===== src/rtl/fft8_input_reorder_if.sv =====
// Sample-in / frame-out handshake bundle for fft8_input_reorder.
// in_sof and sof_err exist only when FFT8_REORDER_SOF_EN is defined.
interface fft8_input_reorder_if #(
  parameter int DATA_W = 8
);
  logic              in_valid;
  logic              in_ready;
  logic [DATA_W-1:0] in_data;
  logic              out_valid;
  logic              out_ready;
  logic [DATA_W-1:0] out1, out2, out3, out4, out5, out6, out7, out8;
`ifdef FFT8_REORDER_SOF_EN
  logic              in_sof;
  logic              sof_err;
`endif

  modport slave (
    input  in_valid, in_data, out_ready,
`ifdef FFT8_REORDER_SOF_EN
    input  in_sof,
    output sof_err,
`endif
    output in_ready, out_valid, out1, out2, out3, out4, out5, out6, out7, out8
  );

  modport master (
    output in_valid, in_data, out_ready,
`ifdef FFT8_REORDER_SOF_EN
    output in_sof,
    input  sof_err,
`endif
    input  in_ready, out_valid, out1, out2, out3, out4, out5, out6, out7, out8
  );
endinterface


===== src/rtl/fft8_input_reorder.sv =====
// 8-point FFT input stage: serial samples into a ping-pong store, frames out in bit-reversed order.
// Optional FFT8_REORDER_SOF_EN adds in_sof resync and a sticky sof_err flag.
module fft8_input_reorder #(
  parameter int DATA_W = 8
) (
  input  logic                 clk,
  input  logic                 rst_n,
  fft8_input_reorder_if.slave  bus
);

  typedef enum logic [1:0] {
    ST_EMPTY   = 2'd0,
    ST_FILLING = 2'd1,
    ST_FULL    = 2'd2
  } bank_st_e;

  bank_st_e          st_q [2];
  bank_st_e          st_d [2];
  logic              wr_bank_q, wr_bank_d;
  logic              rd_bank_q, rd_bank_d;
  logic [2:0]        wr_ptr_q, wr_ptr_d;
  logic [2:0]        wr_idx;
  logic              wr_en, rd_en, wrap;
  logic [DATA_W-1:0] mem_q [2][8];
`ifdef FFT8_REORDER_SOF_EN
  logic              sof_err_q, sof_err_d;
`endif

  // Handshake outputs depend only on registered bank state (and reset).
  assign bus.in_ready  = rst_n && (st_q[wr_bank_q] != ST_FULL);
  assign bus.out_valid = (st_q[rd_bank_q] == ST_FULL);

  assign wr_en = bus.in_valid && bus.in_ready;
  assign rd_en = bus.out_valid && bus.out_ready;

  always_comb begin
    wr_idx = wr_ptr_q;
`ifdef FFT8_REORDER_SOF_EN
    if (bus.in_sof) wr_idx = 3'd0;
`endif
  end

  assign wrap = wr_en && (wr_idx == 3'd7);

  always_comb begin
    st_d[0]   = st_q[0];
    st_d[1]   = st_q[1];
    wr_bank_d = wr_bank_q;
    rd_bank_d = rd_bank_q;
    wr_ptr_d  = wr_ptr_q;
`ifdef FFT8_REORDER_SOF_EN
    sof_err_d = sof_err_q;
`endif
    for (int b = 0; b < 2; b++) begin
      // A read and a write never target the same bank in one cycle.
      if (rd_en && (rd_bank_q == 1'(b))) begin
        st_d[b] = ST_EMPTY;
      end else if (wr_en && (wr_bank_q == 1'(b))) begin
        st_d[b] = wrap ? ST_FULL : ST_FILLING;
      end
    end
    if (wr_en) begin
      wr_ptr_d = wr_idx + 3'd1;
      if (wrap) wr_bank_d = ~wr_bank_q;
`ifdef FFT8_REORDER_SOF_EN
      if (bus.in_sof && (wr_ptr_q != 3'd0)) sof_err_d = 1'b1;
`endif
    end
    if (rd_en) rd_bank_d = ~rd_bank_q;
  end

  always_ff @(posedge clk or negedge rst_n) begin
    if (!rst_n) begin
      st_q[0]   <= ST_EMPTY;
      st_q[1]   <= ST_EMPTY;
      wr_bank_q <= 1'b0;
      rd_bank_q <= 1'b0;
      wr_ptr_q  <= 3'd0;
`ifdef FFT8_REORDER_SOF_EN
      sof_err_q <= 1'b0;
`endif
    end else begin
      st_q[0]   <= st_d[0];
      st_q[1]   <= st_d[1];
      wr_bank_q <= wr_bank_d;
      rd_bank_q <= rd_bank_d;
      wr_ptr_q  <= wr_ptr_d;
`ifdef FFT8_REORDER_SOF_EN
      sof_err_q <= sof_err_d;
`endif
    end
  end

  always_ff @(posedge clk or negedge rst_n) begin
    if (!rst_n) begin
      for (int b = 0; b < 2; b++) begin
        for (int k = 0; k < 8; k++) begin
          mem_q[b][k] <= '0;
        end
      end
    end else if (wr_en) begin
      mem_q[wr_bank_q][wr_idx] <= bus.in_data;
    end
  end

  // Bit-reversed presentation pairs butterfly partners on adjacent outputs.
  assign bus.out1 = mem_q[rd_bank_q][0];
  assign bus.out2 = mem_q[rd_bank_q][4];
  assign bus.out3 = mem_q[rd_bank_q][2];
  assign bus.out4 = mem_q[rd_bank_q][6];
  assign bus.out5 = mem_q[rd_bank_q][1];
  assign bus.out6 = mem_q[rd_bank_q][5];
  assign bus.out7 = mem_q[rd_bank_q][3];
  assign bus.out8 = mem_q[rd_bank_q][7];

`ifdef FFT8_REORDER_SOF_EN
  assign bus.sof_err = sof_err_q;
`endif

endmodule


===== src/flat_wrapper.sv =====
// flat-port wrapper written by rule: the top's interface ports become plain ports
module fft8_input_reorder_flat 
#(
  parameter int DATA_W = 8
)
  (clk, rst_n, bus_in_valid, bus_in_data, bus_out_ready, bus_in_ready, bus_out_valid, bus_out1, bus_out2, bus_out3, bus_out4, bus_out5, bus_out6, bus_out7, bus_out8);
  fft8_input_reorder_if #(.DATA_W(DATA_W)) bus_i ();
  input  logic clk;
  input  logic rst_n;
  input wire logic [$bits(bus_i.in_valid)-1:0] bus_in_valid;
  input wire logic [$bits(bus_i.in_data)-1:0] bus_in_data;
  input wire logic [$bits(bus_i.out_ready)-1:0] bus_out_ready;
  output wire logic [$bits(bus_i.in_ready)-1:0] bus_in_ready;
  output wire logic [$bits(bus_i.out_valid)-1:0] bus_out_valid;
  output wire logic [$bits(bus_i.out1)-1:0] bus_out1;
  output wire logic [$bits(bus_i.out2)-1:0] bus_out2;
  output wire logic [$bits(bus_i.out3)-1:0] bus_out3;
  output wire logic [$bits(bus_i.out4)-1:0] bus_out4;
  output wire logic [$bits(bus_i.out5)-1:0] bus_out5;
  output wire logic [$bits(bus_i.out6)-1:0] bus_out6;
  output wire logic [$bits(bus_i.out7)-1:0] bus_out7;
  output wire logic [$bits(bus_i.out8)-1:0] bus_out8;
  assign bus_i.in_valid = bus_in_valid;
  assign bus_i.in_data = bus_in_data;
  assign bus_i.out_ready = bus_out_ready;
  assign bus_in_ready = bus_i.in_ready;
  assign bus_out_valid = bus_i.out_valid;
  assign bus_out1 = bus_i.out1;
  assign bus_out2 = bus_i.out2;
  assign bus_out3 = bus_i.out3;
  assign bus_out4 = bus_i.out4;
  assign bus_out5 = bus_i.out5;
  assign bus_out6 = bus_i.out6;
  assign bus_out7 = bus_i.out7;
  assign bus_out8 = bus_i.out8;
  fft8_input_reorder #(.DATA_W(DATA_W)) u_core (.clk(clk), .rst_n(rst_n), .bus(bus_i));
endmodule

===== config.mk =====
export PLATFORM = sky130hd
export DESIGN_NAME = fft8_input_reorder_flat
export DESIGN_NICKNAME = d
export VERILOG_FILES = /design/src/rtl/fft8_input_reorder_if.sv /design/src/rtl/fft8_input_reorder.sv /design/src/flat_wrapper.sv
export SDC_FILE = /design/constraint.sdc
export NUM_CORES = 1
export LEC_CHECK = 0
export ABC_CLOCK_PERIOD_IN_PS = 2600
export CAP_MARGIN = 20
export CELL_PAD_IN_SITES_DETAIL_PLACEMENT = 2
export CELL_PAD_IN_SITES_GLOBAL_PLACEMENT = 2
export CORE_UTILIZATION = 43
export CTS_CLUSTER_SIZE = 24
export DETAILED_ROUTE_END_ITERATION = 8
export PLACE_DENSITY = 0.86
export SYNTH_ARGS = -nofsm -noshare
export SYNTH_HDL_FRONTEND = slang
export SYNTH_SLANG_ARGS = --single-unit
export TNS_END_PERCENT = 1

===== constraint.sdc =====
create_clock -name clk -period 2.6 [get_ports clk]
set_input_delay 0.26 -clock clk [delete_from_list [all_inputs] [get_ports clk]]
set_output_delay 0.26 -clock clk [all_outputs]
set_load 0.005 [all_outputs]

==> results.toml <==
[clock_network]
cts_buffers = 17
cts_tree = "yes"
h-tree-depth = 4
post_cts_resized = 0
clockBufferDepth = 2
path_clk_slew_ps = 50
cts.sinks = 137
clk-insertion-delay-late_ps = 430
ctsHoldBuffers = 1
cts_root_buffer = "clkbuf_16"
post_cts_buffers = 0

[placed_design]
portBuffers = 77
place_hpwl_mm = 10.96
place.gp.congestion = 0.7418
place_inst = 657

[routing]
vias = 3866
drc = 0
ant_nets = 0
drt-initial-drc-count = 137
wirelength_mm = 18.23
wl_per_cell_um = 26.46
routed_via_density = 5.611
firstDrtPassIters = 4

[global_routing]
grt_use_total_pct = 26.67
first_global_vias = 4433
grt_pass1_wl_mm = 27.92
use_met3_pct = 4.682
grt_max_degree = 68
grt.met1_usage_pct = 32.93
grt_antenna_before_repair = 0
grt.busiest_layer = "met2"
grtUsageMet2_pct = 46.24
grt-ovfl-total = 0

[synth]
syn_nets = 424
synthSimpleGateAreaFrac_pct = 5.004
synth_largest_area_cell = "dfrtp_1"
yosys.area_share.adder_pct = 0.4068
synth_top_family_by_area = "multiplexers"
synthTopCellsByArea = "dfrtp_1, mux2_2, nor3_4, clkbuf_1, nor3_2"
synth.avg_cell_area_sq_um = 15.00
synthCells = 410
synth-compound-area-share_pct = 1.485
synth_cell_types = 33
synth_seq_area_share_pct = 55.74
synth_xor_area_share_pct = 0.1424
syn-cell-area_sq_um = 6151
yosysWarnings = 0
synth_top_cell_area_share_pct = 55.74
ys_ff_latch = 137
synth.area.mux_share_pct = 35.52

[setup_path]
cp.required_ps = 2340
timing.critical_path.buf_inv = 2
cp_slowest_cell = "dfrtp_2"
critPathCaptureType = "output port"
worstSetupPathType = "reg2out"
critPathMaxFanout = 13
arrival_ps = 2250
critical-path-top-delay-family = "buffers and inverters"
cp_cell_sequence = "buf_4, mux2_2, clkdlybuf4s50_1"
max_stage_delay_ps = 640
critPathLaunchType = "register"

[die]
rows = 43
dieWidth_um = 121.6
start_util_pct = 44.14
dieArea_sq_um = 14790
fp.dieH_um = 121.6
core-area_sq_um = 13930
io_pins = 78

[sta]
fin_crit_ps = 2511
setup_viol = 0
layout_worst_path_cycle_share_pct = 96.56
max_freq_mhz = 398.3
hold_violations = 0
rsz0062_at_grt = "no"
slew_violations = 0
clock_skew_ps = 12.72
tns_ps = 0
tightest_slew_ps = 876.7
slew_headroom_pct = 41.37

[pwr]
p_leak_nw = 3.419
powerDensity_nw_per_um2 = 1272
peakVddDrop_mv = 0.6039

[cells_and_area]
final_nets = 511
area_delta_synth_final_pct = 25.65
diodes = 0
drive_above_1_share_pct = 48.53
instances_no_fill = 689

[outcome]
outcome = "finished clean"

[hold_path]
hp-class = "in2async"

[flow_run]
drv.max_cap_violation_count = 0
report_power, final:
group	total (W)	switching, W	leakage (nW)	internal (W)
combinational	0.00387	0.00142	1.39	0.00245
sequential	0.00372	0.000686	1.76	0.00303
clock	0.00225	0.000909	0.266	0.00134
kinds of logic (layout without fill, tap and decap cells):
family / count (synthesis) / in the layout
compound gates: 14 / 14
xor+xnor: 1 / 1
fa+ha+maj: 2 / 2
buf+inv: 26 / 125
flops: 137 / 137
mux: 194 / 194
simple gates: 36 / 36
routing by layer:
| layer | share of wire, % | routed length (um) |
|---|---|---|
| met1 | 43 | 7779 |
| met2 | 52 | 9551 |
| met3 | 2.9 | 523 |
| met4 | 2.1 | 374 |
| met5 | 0 | 0 |
worst paths after layout:
path / slack [ps] / endpoint / from / cells after the start
min in group clk: 470 / u_core.st_q[1]$_DFFE_PN0P_ / bus_out_ready / 2
max reg2reg: 510 / u_core.mem_q[28]$_DFFE_PN0P_ / u_core.wr_bank_q$_DFFE_PN0P_ / 4
min reg2reg: 500 / u_core.mem_q[18]$_DFFE_PN0P_ / u_core.mem_q[18]$_DFFE_PN0P_ / 1
min: 270 / u_core.st_q[2]$_DFFE_PN0P_ / rst_n / 2
max in group asynchronous: 1190 / u_core.rd_bank_q$_DFFE_PN0N_ / rst_n / 3
max: 90 / bus_out7[1] / u_core.rd_bank_q$_DFFE_PN0N_ / 3
sequential cells by signal, summed over array words and instances (netlist names):
| name | flops |
|---|---|
| u_core.mem_q | 128 |
| u_core.st_q | 4 |
| u_core.wr_idx | 3 |
| u_core.rd_bank_q | 1 |
| u_core.wr_bank_q | 1 |
cell usage after synthesis:
| cell | count |
|---|---|
| inv_1 | 4 |
| buf_2 | 3 |
| or3b_1 | 1 |
| nand2_1 | 4 |
| buf_1 | 4 |
| nor3b_4 | 1 |
| dfrtp_1 | 137 |
| and2_1 | 1 |
| nor3_2 | 5 |
| nor2_1 | 1 |
| nor3_4 | 4 |
| a21oi_1 | 3 |
| a211oi_1 | 2 |
| nand2b_1 | 3 |
| nor3b_1 | 2 |
| and4_1 | 1 |
| and4bb_2 | 1 |
| o31ai_1 | 1 |
| nand4_1 | 1 |
| mux2_2 | 194 |
| ha_1 | 2 |
| xor2_1 | 1 |
| and3b_1 | 1 |
| buf_4 | 1 |
| o21ai_0 | 2 |
| nand3_1 | 2 |
| nor2b_1 | 2 |
| nand4b_1 | 2 |
| a31oi_1 | 3 |
| nand3b_1 | 4 |
| clkbuf_1 | 14 |
| a311oi_1 | 2 |
| a21o_1 | 1 |
layout make-up:
class / count / area (sq um)
Timing Repair Buffer: 90 / 897.1
Clock inverter: 6 / 38.79
Sequential cell: 137 / 3430
Fill cell: 1220 / 6206
Inverter: 4 / 15.01
Tap cell: 180 / 225.2
Clock buffer: 25 / 505.5
Multi-Input combinational cell: 247 / 2618
stage by stage:
step / worst slack, ps / hold WS [ps] / cell area (sq um) / util, % / power (W)
after floorplan: 916.2 / -35.59 / 6151 / - / 0.005426
after global placement: 327.1 / 128.0 / 7174 / 51.49 / 0.007156
after detailed placement: 163.0 / 138.3 / 7174 / 51.49 / 0.007472
after CTS: 89.47 / 273.2 / 7729 / 55.46 / 0.009926
after global routing: 38.31 / 294.7 / 7729 / 55.46 / 0.01030
final: 89.37 / 272.3 / 7729 / 55.46 / 0.009834
placed cells by master (no fill, tap or decap), drive strengths merged, types with 2 or more instances in the layout:
cell,instances
nand4b,2
inv,5
clkbuf,25
nand2b,3
a211oi,2
nand3b,4
a21oi,3
o21ai,2
nand3,2
nand2,4
dfrtp,137
clkinvlp,2
ha,2
clkinv,3
mux2,194
a31oi,3
nor3b,3
clkdlybuf4s50,76
nor2b,2
buf,13
nor3,9
a311oi,2
No activity file was read; power rests on OpenSTA's default activity.
